[src/rtl/bus_transfer_sequencer.sv]
// Round-robin sequencer for register-to-register moves on the shared data bus.
// Drives the per-register OE/WE strobes so only one register ever drives the bus.
module bus_transfer_sequencer #(
    parameter int NREQ = 2,
    parameter int NREG = 4,
    parameter int SELW = 2
) (
    input  logic                   CLK,
    input  logic                   RESET,
    input  logic [NREQ-1:0]        req,
    input  logic [NREQ*SELW-1:0]   src_sel,
    input  logic [NREQ*SELW-1:0]   dst_sel,
    output logic [NREQ-1:0]        grant,
    output logic [NREQ-1:0]        done,
    output logic [NREQ-1:0]        err,
    output logic [NREG-1:0]        oe,
    output logic [NREG-1:0]        we,
    output logic                   busy
);
    localparam int PW = (NREQ > 1) ? $clog2(NREQ) : 1;

    typedef enum logic [2:0] {IDLE, DRIVE, LATCH, DONE, ERR} state_t;

    state_t                     state;
    logic [PW-1:0]              ptr, win, pick;
    logic [SELW-1:0]            src, dst, pick_src, pick_dst;
    logic                       pick_bad;
    logic [NREQ-1:0][SELW-1:0]  src_v, dst_v;

    assign src_v = src_sel;
    assign dst_v = dst_sel;

    function automatic logic [PW-1:0] inc(input logic [PW-1:0] x);
        return (int'(x) >= NREQ - 1) ? '0 : x + 1'b1;
    endfunction

    // Search upward from ptr with wrap; the lowest offset with a request wins.
    always_comb begin
        int            idx;
        logic [PW-1:0] ci;
        idx  = 0;
        ci   = '0;
        pick = ptr;
        for (int k = NREQ - 1; k >= 0; k--) begin
            idx = int'(ptr) + k;
            if (idx >= NREQ) idx = idx - NREQ;
            ci = PW'(idx);
            if (req[ci]) pick = ci;
        end
        pick_src = src_v[pick];
        pick_dst = dst_v[pick];
        pick_bad = (pick_src == pick_dst) || (int'(pick_src) >= NREG) ||
                   (int'(pick_dst) >= NREG);
    end

    always_ff @(posedge CLK or negedge RESET) begin
        if (!RESET) begin
            state <= IDLE;
            ptr   <= '0;
            win   <= '0;
            src   <= '0;
            dst   <= '0;
        end else begin
            case (state)
                IDLE: if (|req) begin
                    win <= pick;
                    src <= pick_src;
                    dst <= pick_dst;
                    if (pick_bad) begin
                        state <= ERR;
                        ptr   <= inc(pick);
                    end else begin
                        state <= DRIVE;
                    end
                end
                DRIVE: state <= LATCH;
                LATCH: begin
                    state <= DONE;
                    ptr   <= inc(win);
                end
                DONE, ERR: state <= IDLE;
                default:   state <= IDLE;
            endcase
        end
    end

    // Outputs decode registered state only, so reset clears them immediately.
    always_comb begin
        grant = '0;
        done  = '0;
        err   = '0;
        oe    = '0;
        we    = '0;
        if (state != IDLE) grant[win] = 1'b1;
        if (state == DONE) done[win]  = 1'b1;
        if (state == ERR)  err[win]   = 1'b1;
        for (int j = 0; j < NREG; j++) begin
            if ((state == DRIVE || state == LATCH) && src == SELW'(j)) oe[j] = 1'b1;
            if (state == LATCH && dst == SELW'(j)) we[j] = 1'b1;
        end
    end

    assign busy = (state != IDLE);
endmodule

[config.mk]
export PLATFORM = sky130hd
export DESIGN_NAME = bus_transfer_sequencer
export DESIGN_NICKNAME = d
export VERILOG_FILES = /design/src/rtl/bus_transfer_sequencer.sv
export SDC_FILE = /design/constraint.sdc
export NUM_CORES = 1
export LEC_CHECK = 0
export ABC_AREA = 0
export CORE_AREA = 2 2 39 41
export DETAILED_ROUTE_END_ITERATION = 16
export DIE_AREA = 0 0 41 43
export DONT_BUFFER_PORTS = 1
export PLACE_DENSITY = 0.6
export SYNTH_ARGS = -nofsm -noshare
export SYNTH_HDL_FRONTEND = slang
export SYNTH_SLANG_ARGS = --single-unit
[constraint.sdc]
create_clock -name CLK -period 2.1 [get_ports CLK]
set_clock_uncertainty 0.1 [all_clocks]
set_input_delay 0.315 -clock CLK [delete_from_list [all_inputs] [get_ports CLK]]
set_output_delay 0.315 -clock CLK [all_outputs]
set_load 0.01 [all_outputs]
* Yosys cells after proc, flatten, opt, wreduce, memory -nomap -nowiden
Cells that the tools add are included.
Operators by class: multiply operators 0, shifts and indexed selects 0, div/mod/pow operators 0, reductions and logical operators 18, muxes and demuxes 33, bitwise operators 0, $add $sub $neg 5, equal/unequal tests 13, order comparisons 9
Operators by type and width (count):
- 2-to-1 mux 1 bit | 21
- 2-to-1 mux 2 bit | 7
- logical AND 1 bit | 9
- case mux 3 bit (3 select lines) | 1
- == test 2 bit (second input constant) | 4
- less-than comparator 1 x 2 -> 1 bit (second input constant) | 4
- == test 3 x 2 -> 1 bit (second input constant) | 2
- 2-to-1 mux 3 bit | 2
- == test 2 x 1 -> 1 bit (second input constant) | 2
- logical NOT 2 bit | 2
- inequality test 2 bit (second input constant) | 2
- == test 3 x 1 -> 1 bit (second input constant) | 1
- == test 3 bit (second input constant) | 1
- >= comparator 1 bit (second input constant) | 3
- logical NOT 3 bit | 1
- AND reduction 3 bit | 1
- nonzero test 3 bit | 1
- adder 1 bit (second input constant) | 2
- adder 1 x 1 -> 2 bit (second input constant) | 1
- == test 2 bit | 1
- >= comparator 1 x 2 -> 1 bit (second input constant) | 1
- >= comparator 2 bit (second input constant) | 1
- case mux 1 bit (2 select lines) | 1
- AND reduction 2 bit | 1
- 5 further kinds | 6
Storage, ports and cells: latch bits 0, output and inout port bits 15, memories 0, input port bits 12, RAM bits 0, bits in read-only memories 0, logic and storage cells 83, register bits after elaboration 9

* Depth between registers and ports, before layout
Gate-level depths: netlist (run 1).
depth after elaboration 13, gate-level depth with buffers 6, depth with buffers taken out 6

* Worst setup path before layout (run 1)
No wires, ideal clock.
path type flip-flop to flip-flop, start register ptr, end register ptr, arrival 1.633 ns, data required time 1.931 ns, slack 0.298 ns, setup time 0.069 ns, cell stages (with the launch flop) 6, buffers on the path 0, period minus slack after synthesis 1.802 ns, cell sequence dfrtp_1 maj3_2 mux2i_1 xor2_1 or4_1 nand3_1
On the way: longest elaborated chain between the ends 12, elaborated cells on any way between the ends 26, classes of those cells add/sub: 4; order compare: 3; eq/ne: 2; mux: 16; reduce/logical: 1
RTL lines:
- start, declared | RTL line 25 | logic [PW-1:0] ptr, win, pick;
- start signal, assigned | RTL line 71 | ptr <= inc(pick);
- start signal, assigned | RTL line 79 | ptr <= inc(win);
- adder 1 x 1 -> 2 bit | RTL line 45 | idx = int'(ptr) + k;
- >= comparator 2 bit / subtractor 1 bit (equally long branches) | RTL line 46 | if (idx >= NREQ) idx = idx - NREQ;
- 2-to-1 mux 1 bit | RTL line 46
- 2-to-1 mux 1 bit (not written as such) (2 in series) | RTL line 48 | if (req[ci]) pick = ci;
- 2-to-1 mux 1 bit | RTL line 48
- 2-to-1 mux 1 bit (*) | RTL line 48
- adder 1 bit (tied with other cells) | RTL line 34 | return (int'(x) >= NREQ - 1) ? '0 : x + 1'b1;
- 2-to-1 mux 1 bit (tied with other cells) | RTL line 34
- 2-to-1 mux 1 bit / == test 2 bit (equally long branches) | RTL line 69, 52
- 2-to-1 mux 1 bit / inequality test 2 bit (equally long branches)
- case mux 1 bit (2 select lines) / AND reduction 3 bit (equally long branches)
Every way passes the cells marked *; elsewhere a longest branch is shown, timed or not. The select of a mux whose other input is x is not followed. A chain may end at the register's enable or synchronous reset.

* Worst setup path after layout (run 1)
Ends and elaborated chain as after synthesis.

==> metrics.csv, run 1 <==
metric,value,unit
async_reset_ff_share,100.0,%
hold_viol_final,0,
synth-main-ff-cell,dfrtp_1,
layout.nets,76,
ys_warn_count,0,
ys_ff_latch,9,
rsz0062_at_grt,no,
yosys.area.top_type,dfrtp_1,
highest_layer,met4,
grt_overflow_total,0,
num_io_pins,27,
antennaDiodeCount,0,
powerDensity,1613,nW/um^2
post-route-period-util,91.40,%
cts_resized,0,
crit-reg2reg-launch,ptr,
hold_depth,2,
r2r_slack,0.18,ns
coreArea,1384,um^2
start_kind,flop,
ys_seq_area_share,41.28,%
cp_slowest_cell,or4_1,
routed-wl-met2,506,um
htree_levels,1,
firstDrtPassIters,4,
synthToLayoutAreaGrowth,9.404,%
synth_area_per_cell,9.092,um^2
portBuffers,0,
synth-edff-count,0,
start_util,39.42,%
rows,14,
total_power,962.9,uW
fp.dieW,41,um
die_area,1763,um^2
drc,0,
fmax,521.0,MHz
yosysTopAreaCellShare,41.28,%
synth_area,545.5,um^2
maxSlewHeadroom,61.66,%
wire_per_inst,14.46,um
fill_cells,148,
cts.sinks,9,
path_class,flop to flop,
setup_tns,0,ns
fin_hold_ws,0.1945,ns
cts_setup_buffers,0,
status,"finished, final reports clean",
dp.cells,74,
vias,470,
synth.distinct_cells,26,
grt_pass1_vias,388,
crit_arrival,2.02,ns
endpoint_kind,flop,
synthesis.nets,72,
rr_worst_depth,5,
wl,1142,um
cp_data_required_time,2.20,ns
yosys-top-cells-count,"dfrtp_1, nand2_1, nor2_1, o21ai_0",
endpoint,ptr,
hp-class,primary input to flop,
cts-buffers-inserted,3,
crit_fanout,6,
crit_start,ptr,
synth_area_leaders,"dfrtp_1, mux2i_1, nand2_1",
grt_max_degree,12,
cts_tree,done,
clk-insertion-delay-late,0.26,ns
crit_chain,maj3_2 -> mux2i_1 -> xor2_1 -> or4_1 -> nand3_1,
p_leak,0.2551,nW
fp.dieH,43,um
tightest_slew,0.5671,ns
layout-drive-gt1-share,9.524,%
cts_root_buffer,clkbuf_4,
setup_violations,0,
routed_via_density,5.949,
cap_viol_max_count,0,
grt_use_total,14.72,%
yosysMostFrequentCell,dfrtp_1,
grt_pass1_wl,1718,um
drt_iter0_drc,12,
synthCells,60,
antenna_left,0,
peakVddDrop,563.0,uV
drt-met1-wl,534,um
layout_min_cycle_time,1.919,ns
gp_congestion,0.7747,
finalNonFillerCells,79,
clockBufferDepth,2,
reg2reg_to,ptr,
dpl.hpwl,865.4,um
clk_pin_slew_worst_paths,0.06,ns
slew_violations,0,
ctsHoldBuffers,1,
antenna_found_initial,0,
max_stage_delay,0.49,ns
wl_met3,83,um
==> power breakdown <==
part	switching, mW	internal (mW)
clock network	0.0635	0.0734
registers	0.118	0.257
logic	0.272	0.180
total	0.453	0.510
==> flip-flops by register name, summed over array words and instances, names as in the netlist <==
signal	flops
state	3
dst	2
src	2
ptr	1
win	1
==> cells by family after synthesis <==
logic type / synth area share (%)
flops: 41.29
mux: 9.404
xor+xnor: 4.817
buf+inv: 3.670
simple gates: 28.67
compound gates: 10.09
fa+ha+maj: 2.064
==> how the worst min path moves through the flow <==
| stage | startpoint | endpoint | slack (ns) |
|---|---|---|---|
| 2_1_floorplan | RESET | dst[0] | -0.08 |
| 3_3_place_gp | RESET | state[0] | -0.08 |
| 3_5_place_dp | RESET | state[0] | -0.08 |
| 4_1_cts | req[0] | state[0] | 0.19 |
| 5_1_grt | req[0] | state[0] | 0.20 |
| 6_report | req[0] | state[0] | 0.19 |
==> worst max-delay path: cells and delay by family (launching register included) <==
kind,cells,cell delay [ns]
flip-flops,1,0.40
XOR/XNOR,1,0.15
adder cells (fa/ha/maj),1,0.38
AND/OR/NAND/NOR,2,0.58
multiplexers,1,0.24
==> cell usage in the layout, fill, tap and decap left out, types with 2 or more instances in the layout <==
| cell | n |
|---|---|
| clkbuf_4 | 3 |
| dfrtp_1 | 9 |
| inv_1 | 2 |
| mux2i_1 | 4 |
| nand2_1 | 7 |
| nor2_1 | 5 |
| nor3_1 | 4 |
| nor3b_1 | 3 |
| nor4b_1 | 2 |
| o21ai_0 | 5 |
| xor2_1 | 2 |
==> final cells by class <==
cell class	instances	area [um^2]	area share, %
Timing Repair Buffer	2	17.52	2.935
Tap cell	16	20.02	3.354
Clock buffer	4	26.28	4.403
Sequential cell	9	225.2	37.74
Multi-Input combinational cell	46	300.3	50.31
Inverter	2	7.507	1.258
==> metrics by stage <==
| stage | setup slack, ns | utilization, % | area (um^2) |
|---|---|---|---|
| floorplan | 0.2985 | - | 545.5 |
| global placement | 0.1957 | 40.51 | 560.5 |
| detailed placement | 0.1806 | 40.51 | 560.5 |
| CTS | 0.1703 | 43.13 | 596.8 |
| global route | 0.04728 | 43.13 | 596.8 |
| finish | 0.1806 | 43.13 | 596.8 |
==> layer usage <==
metal | vias to the layer above | global-route usage (%)
li1 | 223 | -
met1 | 223 | 20.33
met2 | 22 | 19.38
met3 | 2 | 3.665
met4 | 0 | 10.00
met5 | - | 0
Power figures use the tool's default switching activity.
==> run 2, diff against run 1 <==
SETUP_SLACK_MARGIN = 0.3   (was unset)
==> run 2 against run 1 <==
  * Non-clock buffer count grew 14
  * Combinational power grew 67%
  * Setup slack lost 0.0094 ns
  * Critical path depth is the same
  * Sequential share of layout area shrank 9.7 points
  * Via count grew 13%
  * Wire length grew 17%
  * Largest cell class unchanged
  * Final cell count grew 18%
  * Die area is the same
  * Critical endpoint unchanged
  * Design area grew 37%
  * Highest routed layer unchanged
  * Power grew 35%
==> metrics.csv, run 2 (same netlist as run 1, synthesis figures left out) <==
metric,value,unit
status,"finished, final reports clean",
htree_levels,1,
post-route-period-util,91.85,%
routed_via_density,5.688,
reg_top3,"state (3), dst (2), src (2)",
fp.dieH,43,um
p_comb_share,58.1,%
antennaDiodeCount,0,
fp.dieW,41,um
coreArea,1384,um^2
finalInstanceArea,815.8,um^2
setup_violations,0,
layout-drive-gt1-share,50.65,%
clk_pin_slew_worst_paths,0.06,ns
drc,0,
layout.nets,90,
clk-insertion-delay-late,0.27,ns
cts.sinks,9,
grt_max_degree,12,
vias,529,
highest_layer,met4,
num_io_pins,27,
p_sw,576.7,uW
grt_pass1_wl,1980,um
fmax,518.5,MHz
peakVddDrop,662.7,uV
cp_data_required_time,2.20,ns
endpoint_kind,flop,
crit_arrival,2.03,ns
synthToLayoutAreaGrowth,49.54,%
wl_met3,90,um
setup_tns,0,ns
start_kind,flop,
powerDensity,1594,nW/um^2
regArea,229.0,um^2
clockBufferDepth,2,
dpl.hpwl,843.3,um
grt_use_total,16.80,%
hp-class,primary input to flop,
pwr-share-seq,31.5,%
hold_viol_final,0,
pwr-share-clk,10.5,%
crit_fanout,5,
cp_slowest_cell,or4_1,
layout_common_cells,"buf_4, nand2_1, dfrtp_1, o21ai_0, mux2i_2",
switching_share,44.34,%
slew_violations,0,
gp_congestion,0.8152,
grt_pass1_vias,458,
path_class,flop to flop,
tightest_slew,0.5642,ns
largest_reg_flops,3,
grt_overflow_total,0,
antenna_found_initial,0,
crit_chain,maj3_2 -> mux2i_2 -> xor2_1 -> or4_1 -> nand3_1,
firstDrtPassIters,4,
max_stage_delay,0.49,ns
rows,14,
cap_viol_max_count,0,
layout_commonest_cell,buf_4,
fill_cells,119,
path_delay_family,simple AND/OR/NAND/NOR gates,
cts_root_buffer,clkbuf_4,
antenna_left,0,
drt-met1-wl,551,um
rsz0062_at_grt,yes,
die_area,1763,um^2
place_area,560.5,um^2
start_util,39.42,%
wire_per_inst,14.40,um
multi_input_area,397.9,um^2
wl,1339,um
p_leak,0.3424,nW
maxSlewHeadroom,61.85,%
drt_iter0_drc,1,
routed-wl-met2,674,um
intPower,723.9,uW
total_power,1.301,mW
path_buf_inv,0,
cts-buffers-inserted,3,
layout_min_cycle_time,1.929,ns
cts_tree,done,
portBuffers,0,
largest-register,state,
==> run 2: worst register-to-register path, cell delays in order (launching register included) <==
cell and delay, ns:
dfrtp_1 0.39, maj3_2 0.40, mux2i_2 0.26, xor2_1 0.13, or4_1 0.49, nand3_1 0.11
==> run 2: worst paths after layout <==
kind	start	to	slack, ns	cells after the start
max in group asynchronous	RESET	state[1]	1.27	1
min	dst_sel[2]	dst[0]	0.18	2
max	ptr	ptr	0.17	5
min reg2reg	src[0]	src[0]	0.47	2
min in group asynchronous	RESET	dst[1]	0.31	1
max reg2reg	ptr	ptr	0.17	5
==> run 2: power by group through the flow <==
| stage | clock [mW] | sequential (mW) | combinational, mW |
|---|---|---|---|
| finish | 0.136 | 0.409 | 0.755 |
| global route | 0.152 | 0.428 | 0.828 |
| CTS | 0.138 | 0.380 | 0.544 |
| detailed placement | 0 | 0.376 | 0.444 |
| global placement | 0 | 0.370 | 0.444 |
| floorplan | 0 | 0.324 | 0.414 |
==> run 2: final cells by class <==
cell class	count	area share [%]
multi-input combinational	46	48.77
clock buffer	4	3.221
inverter	2	0.9202
tap	16	2.454
sequential	9	28.07
timing repair buffer	16	16.56
==> run 2: repair_timing <==
item,in CTS,in global routing
setup endpoints to repair,6,19
gates resized for setup,7,17
hold buffers,1,0
pin swaps,3,4
hold endpoints to repair,9,0
setup buffers,7,7
==> run 2: stage by stage <==
stage | hold slack (ns) | std cells | util (%) | setup slack (ns)
detailed placement | -0.08045 | 74 | 40.51 | 0.1722
global placement | -0.08043 | 74 | 40.51 | 0.1789
CTS | 0.2144 | 86 | 49.19 | 0.2481
floorplan | -0.08059 | 60 | - | 0.3010
global route | 0.1823 | 93 | 58.95 | 0.1263
finish | 0.1810 | 93 | 58.95 | 0.1712
==> run 2: per-layer routing <==
layer  vias up  global-route usage [%]
met5         -                       0
met4         0                   10.00
met3         2                   4.188
met2        23                   24.06
met1       254                   21.89
li1        250                       -
==> run 3, diff against run 2 <==
CTS_BUF_LIST = sky130_fd_sc_hd__clkbuf_8   (was unset)
==> run 3 against run 2 <==
  * Register-to-register slack improved by 0.04 ns
  * Utilization fell by 5.1 points
  * Non-clock buffer count fell by 5
  * First-iteration DRC count rose to 3.0 times the previous value
  * Setup slack improved by 0.040 ns
  * Highest routed layer unchanged
==> metrics.csv, run 3 (same netlist as run 1, synthesis figures left out) <==
metric,value,unit
status,"finished, final reports clean",
powerDensity,1595,nW/um^2
cp_data_required_time,2.17,ns
hp-start,dst_sel[2],
rr_worst_depth,5,
largest_reg_flops,3,
hold_viol_final,0,
num_io_pins,27,
fin_ws,0.2110,ns
start_util,39.42,%
setup_tns,0,ns
antennaDiodeCount,0,
tightest_slew,0.5664,ns
reg2reg_to,ptr,
r2r_slack,0.21,ns
layout-drive-gt1-share,41.67,%
clockBufferDepth,2,
cts_tree,done,
grt_pass1_vias,442,
wl,1300,um
hp-class,primary input to flop,
htree_levels,1,
slew_violations,0,
portBuffers,0,
path_delay_family,simple AND/OR/NAND/NOR gates,
hold_path_end,dst[0],
clk-insertion-delay-late,0.24,ns
layout_min_cycle_time,1.889,ns
synthToLayoutAreaGrowth,36.70,%
crit_arrival,1.96,ns
path_buf_inv,0,
cts-buffers-inserted,3,
rows,14,
grt_overflow_total,0,
layout_commonest_cell,buf_4,
grt_use_total,17.53,%
hold_depth,2,
grt_pass1_wl,1959,um
path_class,flop to flop,
regArea,227.7,um^2
clk_pin_slew_worst_paths,0.05,ns
dp.cells,74,
routed_via_density,5.670,
cp_slowest_cell,or4_1,
fp.dieW,41,um
firstDrtPassIters,4,
peakVddDrop,575.8,uV
fp.dieH,43,um
die_area,1763,um^2
finalNonFillerCells,88,
layout_common_cells,"buf_4, dfrtp_1, nand2_1, o21ai_0, mux2i_2",
total_power,1.189,mW
maxSlewHeadroom,61.71,%
largest-register,state,
antenna_found_initial,0,
layout.nets,85,
setup_violations,0,
final_core_util,53.89,%
rsz0062_at_grt,yes,
gp_congestion,0.8152,
grt_max_degree,12,
pre_cts_slack,0.1722,ns
cts.sinks,9,
cap_viol_max_count,0,
cts_root_buffer,clkbuf_8,
vias,499,
coreArea,1384,um^2
antenna_left,0,
crit_chain,maj3_2 -> mux2i_2 -> xor2_1 -> or4_1 -> nand3_1,
post-route-period-util,89.95,%
crit-reg2reg-launch,ptr,
multi_input_area,356.6,um^2
drt_iter0_drc,3,
dpl.hpwl,843.3,um
fill_cells,129,
wire_per_inst,14.77,um
fmax,529.4,MHz
crit_fanout,5,
p_leak,0.3127,nW
max_stage_delay,0.48,ns
drc,0,
endpoint_kind,flop,
start_kind,flop,
reg_top3,"state (3), dst (2), src (2)",
==> run 3: layout make-up <==
type	count	share of cell area, %
clock buffer	3	5.537
clock inverter	1	0.5034
inverter	2	1.007
multi-input combinational	46	47.82
sequential	9	30.54
tap	16	2.685
timing repair buffer	11	11.91
==> run 3: through the flow <==
| step | area [um^2] | hold slack [ns] |
|---|---|---|
| 2_1_floorplan | 545.5 | -0.08059 |
| 6_report | 745.7 | 0.2115 |
| 3_5_place_dp | 560.5 | -0.08045 |
| 5_1_grt | 745.7 | 0.2237 |
| 4_1_cts | 675.6 | 0.2444 |
| 3_3_place_gp | 560.5 | -0.08043 |
==> run 3: worst max path at each step <==
stage	startpoint	endpoint	slack, ns	depth (start not counted)
2_1_floorplan	ptr	ptr	0.30	5
3_3_place_gp	ptr	ptr	0.18	5
3_5_place_dp	ptr	ptr	0.17	5
4_1_cts	state[2]	we[1]	0.22	3
5_1_grt	ptr	ptr	0.17	5
6_report	ptr	ptr	0.21	5
==> run 3: metal layers <==
metal | share of wire, % | vias up | global-route usage, %
li1 | - | 238 | -
met1 | 41 | 234 | 20.95
met2 | 48 | 23 | 24.38
met3 | 8.0 | 4 | 4.188
met4 | 2.6 | 0 | 16.00
met5 | 0 | - | 0
==> run 3: report_power, final <==
| group | switching [mW] | internal [mW] |
|---|---|---|
| logic | 0.308 | 0.283 |
| registers | 0.139 | 0.261 |
| clock network | 0.0708 | 0.128 |
| total | 0.518 | 0.672 |
==> run 3: what timing repair did <==
item | in CTS | in global routing
resized for setup | 2 | 14
hold buffers | 1 | 0
endpoints found under the hold margin | 9 | 0
setup endpoints to repair | 5 | 15
setup buffers | 7 | 2
cloned | 0 | 0
pin swaps | 2 | 2
